$ cat src/rtl/pci_arbiter_if.sv
// PCI arbitration bus bundle: per-device REQ/GNT lines plus the shared FRAME/IRDY pair.
// The arbiter connects through the slave modport; devices or a bench use master.
interface pci_arbiter_if #(
  parameter int NUM_MASTERS = 3
);
  logic [NUM_MASTERS-1:0] REQ;
  logic [NUM_MASTERS-1:0] GNT;
  logic                   FRAME;
  logic                   IRDY;

  modport master (
    output REQ,
    output FRAME,
    output IRDY,
    input  GNT
  );

  modport slave (
    input  REQ,
    input  FRAME,
    input  IRDY,
    output GNT
  );
endinterface

$ cat src/rtl/pci_arbiter.sv
// Central round-robin PCI arbiter: one grant at a time, an idle GNT gap between
// different owners, and withdrawal of grants that never see FRAME.
module pci_arbiter #(
  parameter int NUM_MASTERS   = 3,
  parameter int GRANT_TIMEOUT = 16,
  parameter int OWNER_W       = $clog2(NUM_MASTERS)
) (
  input  logic               clk,
  input  logic               rst,
  pci_arbiter_if.slave       bus,
  output logic [OWNER_W-1:0] owner,
  output logic               bus_busy,
  output logic               timeout_pulse
);

  localparam int TIMER_W = 5;

  localparam logic [2:0] ST_IDLE       = 3'd0;
  localparam logic [2:0] ST_GRANTED    = 3'd1;
  localparam logic [2:0] ST_BUSY       = 3'd2;
  localparam logic [2:0] ST_DRAIN      = 3'd3;
  localparam logic [2:0] ST_DRAIN_KEEP = 3'd4;

  localparam logic [NUM_MASTERS-1:0] ALL_ONES   = '1;
  localparam logic [NUM_MASTERS-1:0] ONE_HOT0   = NUM_MASTERS'(1);
  localparam logic [OWNER_W-1:0]     LAST_INIT  = OWNER_W'(NUM_MASTERS - 1);
  localparam logic [TIMER_W-1:0]     TIMER_LAST = TIMER_W'(GRANT_TIMEOUT - 1);

  logic [2:0]             state, state_nx;
  logic [NUM_MASTERS-1:0] gnt_q, gnt_nx;
  logic [OWNER_W-1:0]     owner_nx;
  logic [OWNER_W-1:0]     last_owner, last_owner_nx;
  logic [TIMER_W-1:0]     timer, timer_nx;
  logic                   pulse_nx;

  logic                   bus_idle;
  logic                   any_req;
  logic                   owner_req;
  logic                   others_req;
  logic [OWNER_W-1:0]     sel;

  assign bus_idle   = bus.FRAME && bus.IRDY;
  assign any_req    = ~&bus.REQ;
  assign owner_req  = !bus.REQ[owner];
  assign others_req = |(~bus.REQ & ~(ONE_HOT0 << owner));

  // Walk candidates from farthest to nearest so the nearest requester after last_owner wins.
  always_comb begin
    int cand;
    sel = last_owner;
    for (int k = NUM_MASTERS; k >= 1; k--) begin
      cand = int'(last_owner) + k;
      if (cand >= NUM_MASTERS) begin
        cand = cand - NUM_MASTERS;
      end
      if (!bus.REQ[OWNER_W'(cand)]) begin
        sel = OWNER_W'(cand);
      end
    end
  end

  always_comb begin
    state_nx      = state;
    gnt_nx        = gnt_q;
    owner_nx      = owner;
    last_owner_nx = last_owner;
    timer_nx      = timer;
    pulse_nx      = 1'b0;

    case (state)
      ST_IDLE: begin
        gnt_nx = ALL_ONES;
        if (any_req && bus_idle) begin
          gnt_nx        = ~(ONE_HOT0 << sel);
          owner_nx      = sel;
          last_owner_nx = sel;
          timer_nx      = '0;
          state_nx      = ST_GRANTED;
        end
      end

      ST_GRANTED: begin
        if (!bus.FRAME) begin
          state_nx = ST_BUSY;
        end else if (!owner_req) begin
          gnt_nx   = ALL_ONES;
          state_nx = ST_IDLE;
        end else if (timer == TIMER_LAST) begin
          gnt_nx   = ALL_ONES;
          pulse_nx = 1'b1;
          state_nx = ST_IDLE;
        end else begin
          timer_nx = timer + TIMER_W'(1);
        end
      end

      // The grant is only re-evaluated once FRAME rises for the last data phase.
      ST_BUSY: begin
        if (bus.FRAME) begin
          if (owner_req && !others_req) begin
            state_nx = ST_DRAIN_KEEP;
          end else begin
            gnt_nx   = ALL_ONES;
            state_nx = ST_DRAIN;
          end
        end
      end

      ST_DRAIN: begin
        gnt_nx = ALL_ONES;
        if (bus_idle) begin
          state_nx = ST_IDLE;
        end
      end

      ST_DRAIN_KEEP: begin
        if (bus_idle) begin
          timer_nx = '0;
          state_nx = ST_GRANTED;
        end
      end

      default: begin
        gnt_nx   = ALL_ONES;
        state_nx = ST_IDLE;
      end
    endcase
  end

  always_ff @(posedge clk or posedge rst) begin
    if (rst) begin
      state         <= ST_IDLE;
      gnt_q         <= ALL_ONES;
      owner         <= '0;
      last_owner    <= LAST_INIT;
      timer         <= '0;
      timeout_pulse <= 1'b0;
    end else begin
      state         <= state_nx;
      gnt_q         <= gnt_nx;
      owner         <= owner_nx;
      last_owner    <= last_owner_nx;
      timer         <= timer_nx;
      timeout_pulse <= pulse_nx;
    end
  end

  assign bus.GNT  = gnt_q;
  assign bus_busy = (state == ST_BUSY);

  gnt_single: assert property (@(posedge clk) disable iff (rst) $onehot0(~gnt_q));

  gnt_gap: assert property (@(posedge clk) disable iff (rst)
    (gnt_q != ALL_ONES) |=> ((gnt_q == ALL_ONES) || $stable(gnt_q)));

endmodule

$ cat src/flat_wrapper.sv
// flat-port wrapper written by rule: the top's interface ports become plain ports
module pci_arbiter_flat 
#(
  parameter int NUM_MASTERS   = 3,
  parameter int GRANT_TIMEOUT = 16,
  parameter int OWNER_W       = $clog2(NUM_MASTERS)
)
  (clk, rst, owner, bus_busy, timeout_pulse, bus_REQ, bus_FRAME, bus_IRDY, bus_GNT);
  pci_arbiter_if #(.NUM_MASTERS(NUM_MASTERS)) bus_i ();
  input  logic clk;
  input  logic rst;
  output logic [OWNER_W-1:0] owner;
  output logic bus_busy;
  output logic timeout_pulse;
  input wire logic [$bits(bus_i.REQ)-1:0] bus_REQ;
  input wire logic [$bits(bus_i.FRAME)-1:0] bus_FRAME;
  input wire logic [$bits(bus_i.IRDY)-1:0] bus_IRDY;
  output wire logic [$bits(bus_i.GNT)-1:0] bus_GNT;
  assign bus_i.REQ = bus_REQ;
  assign bus_i.FRAME = bus_FRAME;
  assign bus_i.IRDY = bus_IRDY;
  assign bus_GNT = bus_i.GNT;
  pci_arbiter #(.NUM_MASTERS(NUM_MASTERS), .GRANT_TIMEOUT(GRANT_TIMEOUT), .OWNER_W(OWNER_W)) u_core (.clk(clk), .rst(rst), .bus(bus_i), .owner(owner), .bus_busy(bus_busy), .timeout_pulse(timeout_pulse));
endmodule
$ cat config.mk
export PLATFORM = sky130hd
export DESIGN_NAME = pci_arbiter_flat
export DESIGN_NICKNAME = d
export VERILOG_FILES = /design/src/rtl/pci_arbiter_if.sv /design/src/rtl/pci_arbiter.sv /design/src/flat_wrapper.sv
export SDC_FILE = /design/constraint.sdc
export NUM_CORES = 1
export LEC_CHECK = 0
export CORE_UTILIZATION = 40
export CTS_CLUSTER_DIAMETER = 200
export DETAILED_ROUTE_END_ITERATION = 10
export PLACE_DENSITY = 0.59
export RECOVER_POWER = 50
export SYNTH_ARGS = -nofsm -noshare
export SYNTH_HDL_FRONTEND = slang
export SYNTH_SLANG_ARGS = --single-unit
$ cat constraint.sdc
create_clock -name clk -period 1.9 [get_ports clk]
set_input_delay 0.475 -clock clk [delete_from_list [all_inputs] [get_ports clk]]
set_output_delay 0.475 -clock clk [all_outputs]
set_load 0.01 [all_outputs]
; ---- Word-level counts from Yosys, hierarchy flattened
; Index checks and enable logic that the tools add are counted.
; W data, S select, Z words.
[op_classes]
n_bitwise = 5
multipliers = 0
add_sub_neg = 7
mux = 43
n_eq_ne = 15
shifts = 2
order_cmp = 7
n_reduce_logical = 14
div_mod_pow = 0
[op_table]
columns = operator, n
row1 = $mux W3, 14
row2 = $mux W5, 5
row3 = $pmux W3 S5, 1
row4 = $pmux W5 S3, 1
row5 = $lt A2 B4 Y1 const B, 3
row6 = $mux W2, 6
row7 = $pmux W3 S4, 1
row8 = $mux W1, 11
row9 = $reduce_and A5 Y1, 2
row10 = $ge A3 B2 Y1 const B, 3
row11 = $not A3 Y3, 3
row12 = $bmux W1 S2, 4
row13 = $ne A2 B1 Y1 const B, 4
row14 = $ne A2 B2 Y1 const B, 4
row15 = $add A2 B2 Y3 const B, 2
row16 = $eq A3 B2 Y1 const B, 2
row17 = $reduce_and A6 Y1, 1
row18 = $shl A1 B2 Y3 const A, 2
row19 = $sub A2 B1 Y2 const B, 3
row20 = $add A5 B1 Y5 const B, 1
row21 = $eq A5 B4 Y1 const B, 1
row22 = $ne A4 B2 Y1 const B, 1
row23 = $add A2 B1 Y3 const B, 1
row24 = $and A3 B3 Y3, 1
row25 = other kinds (12), 16
[word_totals]
n_memories = 0
latch_bits = 0
reg_bits = 16
output_inout_bits = 7
in_bits = 7
mem_bits_ro = 0
word_cells = 99
ramBits = 0

; ---- Depth between registers and ports, before layout
; Gate-level depths: netlist of the first run.
[depth]
word_depth = 13
mapped_depth = 8
mapped_depth_nobuf = 8

; ---- Worst setup path after synthesis of the first run
; No wires, ideal clock.
[synth_timing]
path_kind = reg2reg
startpoint = reg u_core.last_owner[0]
endpoint = reg u_core.gnt_q[0], in the netlist u_core.bus.GNT[0]
stages_incl_launch_ff = 9
setup_time_ps = 80
path_buffers = 1
period_less_slack_ps = 1821
arrival_time_ps = 1741
path_slack_ps = 79
t_required_ps = 1820
cell_sequence = dfrtp_1 > buf_4 > inv_1 > ha_1 > nor2b_1 > a211o_1 > a21oi_1 > nand2_2 > o22a_1
[synth_between]
elab_chain_len = 13
word_cells_on_any_way = 28
cone_classes = 6 x add/sub / 3 x order compare / 1 x shift / 17 x mux / 1 x bitwise
[synth_lines]
columns = element, line_no
row1 = from (decl), pci_arbiter.sv:32  ; logic [OWNER_W-1:0] last_owner, last_owner_nx;
row2 = from (signal assigned), pci_arbiter.sv:142  ; last_owner <= last_owner_nx;
row3 = $add A2 B2 Y3, pci_arbiter.sv:52  ; cand = int'(last_owner) + k;
row4 = $ge A3 B2 Y1 / $sub A2 B1 Y2 (equally long branches), "pci_arbiter.sv:53, pci_arbiter.sv:54"
row5 = $mux W2, pci_arbiter.sv:53  ; if (cand >= NUM_MASTERS) begin
row6 = $bmux W1 S2, pci_arbiter.sv:56  ; if (!bus.REQ[OWNER_W'(cand)]) begin
row7 = $mux W1 (implied by the code) (2 in series), pci_arbiter.sv:56
row8 = $mux W2 (2 in series), pci_arbiter.sv:56
row9 = $mux W2 *, pci_arbiter.sv:56
row10 = $shl A1 B2 Y3 *, pci_arbiter.sv:74  ; gnt_nx = ~(ONE_HOT0 << sel);
row11 = $not A3 Y3 *, pci_arbiter.sv:74
row12 = $mux W3 *, pci_arbiter.sv:73  ; if (any_req && bus_idle) begin
row13 = $pmux W3 S4 *, pci_arbiter.sv:70  ; case (state)
row14 = to (signal assigned), pci_arbiter.sv:140  ; gnt_q <= gnt_nx;
row15 = to (decl), pci_arbiter.sv:30  ; logic [NUM_MASTERS-1:0] gnt_q, gnt_nx;
; Every way passes the cells marked *; elsewhere a longest branch is shown, timed or not. The select of a mux whose other input is x is not followed.
; A chain may end at the register's enable or synchronous reset.

; ---- Worst setup path after layout of the first run
[layout_timing]
startpoint = reg u_core.timer[0]
endpoint = reg u_core.timer[3]
[layout_between]
elab_chain_len = 5
word_cells_on_any_way = 8
cone_classes = 1 x add/sub / 2 x eq/ne / 4 x mux / 1 x reduce/logical
[layout_lines]
columns = element, line_no
row1 = from (decl), pci_arbiter.sv:33  ; logic [TIMER_W-1:0] timer, timer_nx;
row2 = from (signal assigned), pci_arbiter.sv:143  ; timer <= timer_nx;
row3 = $add A5 B1 Y5, pci_arbiter.sv:93  ; timer_nx = timer + TIMER_W'(1);
row4 = $mux W5, pci_arbiter.sv:88  ; end else if (timer == TIMER_LAST) begin
row5 = $mux W5, pci_arbiter.sv:85  ; end else if (!owner_req) begin
row6 = $mux W5, pci_arbiter.sv:83  ; if (!bus.FRAME) begin
row7 = $pmux W5 S3, pci_arbiter.sv:70
; Several ways; a longest one is shown, not always the timed one. The select of a mux whose other input is x is not followed.

==> metrics.md, run 1 <==
| Metric | Value |
|---|---|
| Starting Density | `42.24%` |
| Overall routing resource usage | `19.68%` |
| Clock Skew | `between 0.003 and 0.004 ns` |
| Setup TNS | `0 ns` |
| Number of max-cap violations | `0` |
| Critical Path RT | `about 2.1 ns` |
| IR Drop Worst-Case VDD | `888.9 uV` |
| Grt ovf | `0` |
| Asr flop ratio synth | `between 90% and 100%` |
| Layout area overhead | `33.15%` |
| Pre-CTS setup slack | `-0.2641 ns` |
| Worst setup SP type | `flip-flop` |
| RSZ-0062 raised after global routing | `true` |
| Final period util | `98.81%` |
| TritonCTS clock tree | `done` |
| Crit path kind | `reg2reg` |
| 1st-pass router iterations | `4` |
| Clk buf depth | `2` |
| Post-synth EDFFs | `0` |
| Wire per inst | `roughly 15 um` |
| Placement-stage cell area | `around 0.0015 sq mm` |
| Arrival time of the worst setup path | `2.06 ns` |
| Synth Flop Type | `dfrtp_1` |
| Synth warnings | `0` |
| Cell Rows | `19` |
| Area of the core | `0.002734 sq mm` |
| Syn_nets | `~140` |
| Final Cell Area | `0.001538 sq mm` |
| Worst skew pair latency | `about 0.3 ns` |
| Initial antenna violation count | `0` |
| Power density cells | `between 1000 and 1500 mW/mm^2` |
| Synth Instances | `126` |
| Tmin final | `about 1.9 ns` |
| Worst slew margin | `between 60% and 70%` |
| Fin nets | `174` |
| First-pass GRT wire length | `roughly 4700 um` |
| Largest net degree at the start of global routing | `16` |
| Slew Limit Fails | `0` |
| Setup violators final | `0` |
| Hold Crit Class | `reg2reg` |
| Clk sinks | `15` |
| Die ar. | `between 0.003 and 0.004 sq mm` |
| Vias per Instance | `between 5 and 6` |
| I/O pins | `14` |
| Slew @ Worst Pin | `0.5745 ns` |
| Gp weighted congestion | `0.8257` |
| Horiz. Die Dim | `55.73 um` |
| Hpwl dp | `just over 2000 um` |
| Fill cells | `260` |
| Total CTS buffers | `3` |
| Vias in the first global route | `1078` |
| Seq/Total Area, Yosys | `32.94%` |
| Mean Syn Cell Area | `between 9 and 10 sq um` |
| Flops & latches, synth | `15` |
| CP max FO | `2` |
| Die Span Y | `55.73 um` |
| Post-route antenna net violation count | `0` |
| Fin worst setup slack | `0.02253 ns` |
| Synth Cell Area | `0.001155 sq mm` |
| Final Hold Fails | `0` |
| Buffers on Ports | `13` |
| DRT iter0 DRCs | `26` |
| Layout cells sized above 1 | `34.16%` |
| Antenna Diode Count | `0` |
| Fmax | `about 530 MHz` |
| CP endpoint kind | `flip-flop` |
| Status | `complete, no violations` |
| Cts hold-fix bufs | `0` |
| Detailed-route DRC error count | `0` |
| H-tree levels | `1` |
| Clk slew on worst S/H paths | `0.10 ns` |
| Final wirelength | `roughly 2800 um` |
| Distinct cells, synth | `50` |
| LEAKAGE | `about 0.00067 uW` |
| Vias | `roughly 1100` |
| Root Driver | `clkbuf_4` |
## routing by layer
| metal | GRT usage [%] | part of all wire [%] | vias up | wire length, um |
|---|---|---|---|---|
| li1 | - | - | 529 | - |
| met1 | 23.09 | 44 | 510 | 1230 |
| met2 | 32.87 | 50 | 18 | 1401 |
| met3 | 6.512 | 5.1 | 7 | 144 |
| met4 | 8.214 | 1.3 | 0 | 38 |
| met5 | 0 | 0 | - | 0 |
## flip-flops by register name, indices dropped and copies added (netlist names)
name	count
u_core.timer	5
u_core.bus.GNT	3
u_core.state	3
u_core.last_owner	2
u_core.owner	1
u_core.timeout_pulse	1
## cell usage after synthesis, drive strengths merged (2+ instances only)
cell type / number / share of area [%]
o21a: 2 / 1.3
nand2b: 3 / 1.6
nor4: 2 / 1.1
o21ai: 11 / 5.1
a31oi: 4 / 3.5
a21oi: 6 / 2.6
nor2: 6 / 2.0
ha: 5 / 5.4
o22a: 3 / 2.3
nand3: 2 / 0.87
and3: 2 / 1.1
inv: 8 / 2.6
nor2b: 6 / 3.3
nand2: 11 / 4.4
o211ai: 2 / 1.3
buf: 7 / 4.5
o21ba: 3 / 2.6
dfstp: 4 / 9.1
dfrtp: 11 / 24
o21bai: 3 / 2.0
nor3: 4 / 2.2
## cells in the final DEF, fill, tap and decap left out, drive strengths merged, types with 4 or more instances in the layout
cell type / count
o21ai: 11
nand2: 11
clkbuf: 4
nor3: 4
dfrtp: 11
nor2: 6
nor2b: 6
inv: 8
ha: 5
a21oi: 6
dfstp: 4
a31oi: 4
buf: 26
clkdlybuf4s50: 8
## timing repair
action                                  4_1_cts  5_1_grt
endpoints found under the setup margin        6       14
buffers inserted                              0        0
gates resized for setup                       4       12
pin swaps                                     0        4
## worst max-delay path: stages, from the launching register on
cell and delay, ns:
dfrtp_1 0.41, ha_2 0.19, and3_1 0.14, ha_2 0.18
nor2b_2 0.14, o2111a_1 0.22, nand4_1 0.13, a221o_1 0.35
## metrics by stage
step | util [%] | instances | hold slack [ns] | total power [uW]
after floorplan | - | 126 | 0.3736 | 1469
after global placement | 53.50 | 188 | 0.4684 | 1960
after detailed placement | 53.50 | 188 | 0.4794 | 1992
after CTS | 54.83 | 192 | 0.5033 | 2225
after global routing | 56.25 | 192 | 0.5468 | 2466
final | 56.25 | 192 | 0.4944 | 2277
## power breakdown
part	internal [uW]	switching [uW]	leakage (uW)
logic	770	729	0.000476
clock network	80.3	118	0.0000139
registers	464	115	0.000179
## path summary, 6_finish.rpt
check / start / to / depth (start not counted) / slack (ns)
max: u_core.timer[0] / u_core.timer[3] / 7 / 0.02
min: u_core.timer[4] / u_core.timer[4] / 2 / 0.49
max reg2reg: u_core.timer[0] / u_core.timer[3] / 7 / 0.02
min reg2reg: u_core.timer[4] / u_core.timer[4] / 2 / 0.49
max in group asynchronous: rst / u_core.owner[1] / 2 / 0.84
min in group asynchronous: rst / u_core.timeout_pulse / 2 / 0.66
## cell families after synthesis
family / count (synthesis) / share of synthesized area [%]
simple gates: 44 / 22.43
fa+ha+maj: 5 / 5.417
buf+inv: 16 / 7.475
flops: 15 / 32.94
compound gates: 44 / 30.12
mux: 1 / 0.8668
xor+xnor: 1 / 0.7585
## final cells by class
class | count | area [sq um] | area share (%)
clock buffers | 3 | 22.52 | 1.465
clock inverters | 1 | 7.507 | 0.4882
inverters | 8 | 30.03 | 1.953
multi-input cells | 95 | 732.0 | 47.60
flip-flops and latches | 15 | 381.6 | 24.82
well taps | 31 | 38.79 | 2.522
repair buffers | 39 | 325.3 | 21.16
Power figures use the tool's default switching activity.
==> inputs of run 2 (changes only) <==
--- a/config.mk
+++ b/config.mk
@@ -8,7 +8,7 @@
 export CORE_UTILIZATION = 40
 export CTS_CLUSTER_DIAMETER = 200
 export DETAILED_ROUTE_END_ITERATION = 10
-export PLACE_DENSITY = 0.59
+export PLACE_DENSITY = 0.57
 export RECOVER_POWER = 50
 export SYNTH_ARGS = -nofsm -noshare
 export SYNTH_HDL_FRONTEND = slang
==> constraint.sdc (replaced) <==
create_clock -name clk -period 2.3 [get_ports clk]
set_input_delay 0.575 -clock clk [delete_from_list [all_inputs] [get_ports clk]]
set_output_delay 0.575 -clock clk [all_outputs]
set_load 0.01 [all_outputs]
==> run 2 against run 1 <==
Against the previous run:
- fmax decreased by 8.4%
- clock power is 18% lower
- register-to-register slack gained 0.23 ns
- flip-flop and latch count stayed put
- die area stayed put
- count of clock-buffer cells in the layout did not move
- non-clock buffer count decreased by 13
- clock skew grew 0.0017 ns
- final cell count fell by 6.8%
- wire length shrank 8.3%
==> metrics.md, run 2 (synthesis results as in run 1) <==
| Metric | Value |
|---|---|
| CP max FO | `9` |
| Worst setup SP type | `flip-flop` |
| TritonCTS clock tree | `done` |
| Critical Path RT | `between 2 and 3 ns` |
| Die Span Y | `about 56 um` |
| Grt ovf | `0` |
| Pre-CTS setup slack | `-0.008842 ns` |
| Hold Crit Class | `reg2reg` |
| IR Drop Worst-Case VDD | `roughly 670 uV` |
| Cell total after placement | `roughly 180` |
| Vias per Instance | `~5.6` |
| Slew Limit Fails | `0` |
| Largest net degree at the start of global routing | `16` |
| Fin worst setup slack | `0.2505 ns` |
| Clk buf depth | `2` |
| Gp weighted congestion | `roughly 0.77` |
| Horiz. Die Dim | `approximately 56 um` |
| Fmax | `~490 MHz` |
| Cts hold-fix bufs | `0` |
| Overall routing resource usage | `about 18%` |
| RSZ-0062 raised after global routing | `false` |
| Final period util | `slightly below 90%` |
| Slew @ Worst Pin | `roughly 0.57 ns` |
| H-tree levels | `1` |
| Core Util, Final | `~51%` |
| Most frequent cells in the layout | `buf_4 (13), dfrtp_1 (11), nand2_1 (9), o21ai_0 (9), clkdlybuf4s50_1 (9)` |
| Vias in the first global route | `982` |
| Post-route antenna net violation count | `0` |
| Fin nets | `about 160` |
| Crit path kind | `reg2reg` |
| Setup TNS | `0 ns` |
| First-pass GRT wire length | `roughly 4500 um` |
| Final Cell Area | `0.001394 sq mm` |
| Clk sinks | `15` |
| Arrival time of the worst setup path | `about 2.3 ns` |
| Tmin final | `between 2 and 2.5 ns` |
| Status | `complete, no violations` |
| Power density cells | `1185 mW/mm^2` |
| Final cell count without fillers | `around 180` |
| Commonest non-fill, non-tap cell in the layout | `buf_4` |
| Number of max-cap violations | `0` |
| Worst skew pair latency | `about 0.29 ns` |
| Clock Skew | `0.005632 ns` |
| I/O pins | `14` |
| Cell Rows | `19` |
| Placement-stage cell area | `0.001365 sq mm` |
| Layout cells sized above 1 | `between 20% and 30%` |
| Vias | `approximately 1000` |
| Antenna Diode Count | `0` |
| Max FFs per register | `5` |
| Initial antenna violation count | `0` |
| DRT iter0 DRCs | `27` |
| Starting Density | `a little over two fifths` |
| Root Driver | `clkbuf_4` |
| Clk slew on worst S/H paths | `about 0.090 ns` |
| Total CTS buffers | `3` |
| 1st-pass router iterations | `4` |
| Detailed-route DRC error count | `0` |
| LEAKAGE | `0.0005890 uW` |
| Buffers on Ports | `13` |
| Final wirelength | `around 2600 um` |
| Area of the core | `around 0.0027 sq mm` |
| Most flop-heavy register | `u_core.timer` |
| Layout area overhead | `20.69%` |
| Setup violators final | `0` |
| Die ar. | `approximately 0.0031 sq mm` |
| Worst slew margin | `slightly above 60%` |
| Final Hold Fails | `0` |
| CP endpoint kind | `flip-flop` |
| Hpwl dp | `approximately 1900 um` |
| Wire per inst | `between 10 and 15 um` |
==> run 2: cell types whose count changed in the layout (fill, tap and decap cells not counted), sizes merged <==
| cell | previous run | this run |
|---|---|---|
| dlygate4sd3 | 1 | 3 |
| buf | 26 | 13 |
| clkbuf | 4 | 3 |
| dlygate4sd2 | 0 | 1 |
| clkdlybuf4s50 | 8 | 9 |
| clkdlybuf4s25 | 1 | 0 |
| dlymetal6s2s | 2 | 0 |
==> run 2: through the flow <==
| step | hold slack, ns | total power (uW) |
|---|---|---|
| 2_1_floorplan | 0.4498 | 1214 |
| 3_3_place_gp | 0.4651 | 1481 |
| 3_5_place_dp | 0.4818 | 1498 |
| 4_1_cts | 0.5059 | 1665 |
| 5_1_grt | 0.5491 | 1803 |
| 6_report | 0.4946 | 1651 |
==> run 2: worst paths after layout <==
kind | start | slack [ns] | endpoint | cells past startpoint
min in group asynchronous | rst | 0.76 | u_core.timer[3] | 2
worst max register to register | u_core.last_owner[1] | 0.25 | u_core.bus.GNT[1] | 7
max in group asynchronous | rst | 1.16 | u_core.bus.GNT[0] | 2
worst min register to register | u_core.timer[4] | 0.49 | u_core.timer[4] | 2
worst min-delay path | u_core.timer[4] | 0.49 | u_core.timer[4] | 2
worst max-delay path | u_core.last_owner[1] | 0.25 | u_core.bus.GNT[1] | 7
==> run 2: cell type report <==
| cell class | count | area (sq um) |
|---|---|---|
| Inverter | 8 | 30.03 |
| Timing Repair Buffer | 26 | 226.5 |
| Clock inverter | 1 | 7.507 |
| Clock buffer | 3 | 22.52 |
| Multi-Input combinational cell | 95 | 688.2 |
| Tap cell | 31 | 38.79 |
| Sequential cell | 15 | 380.4 |
| Fill cell | 263 | 1340 |
==> run 2: layer usage <==
metal  vias to the layer above  global-route usage (%)  part of all wire [%]
met5                         -                       0                     0
met4                         0                   6.429                   1.7
met3                         6                   4.186                   3.3
met2                        20                   29.78                    46
met1                       475                   24.37                    49
li1                        508                       -                     -
==> run 2: worst max-delay path, cell delays in order, from the launching register on <==
cell and delay, ns:
dfstp_1 0.59, inv_1 0.08, ha_1 0.42, nor2b_1 0.10, a211o_1 0.27, a21oi_1 0.23
nand2_2 0.12, o22a_1 0.18
==> run 2: timing repair <==
action | CTS | global route
endpoints found under the setup margin | 1 | 0
gates resized for setup | 1 | 0
buffers inserted | 0 | 0
hold endpoints to repair | 0 | 0
==> run 2: power by group <==
part / internal, uW / leakage (uW) / total [uW] / switching, uW
combinational: 482 / 0.000396 / 997 / 515
clock: 66.2 / 0.0000139 / 162 / 95.7
sequential: 379 / 0.000179 / 492 / 113
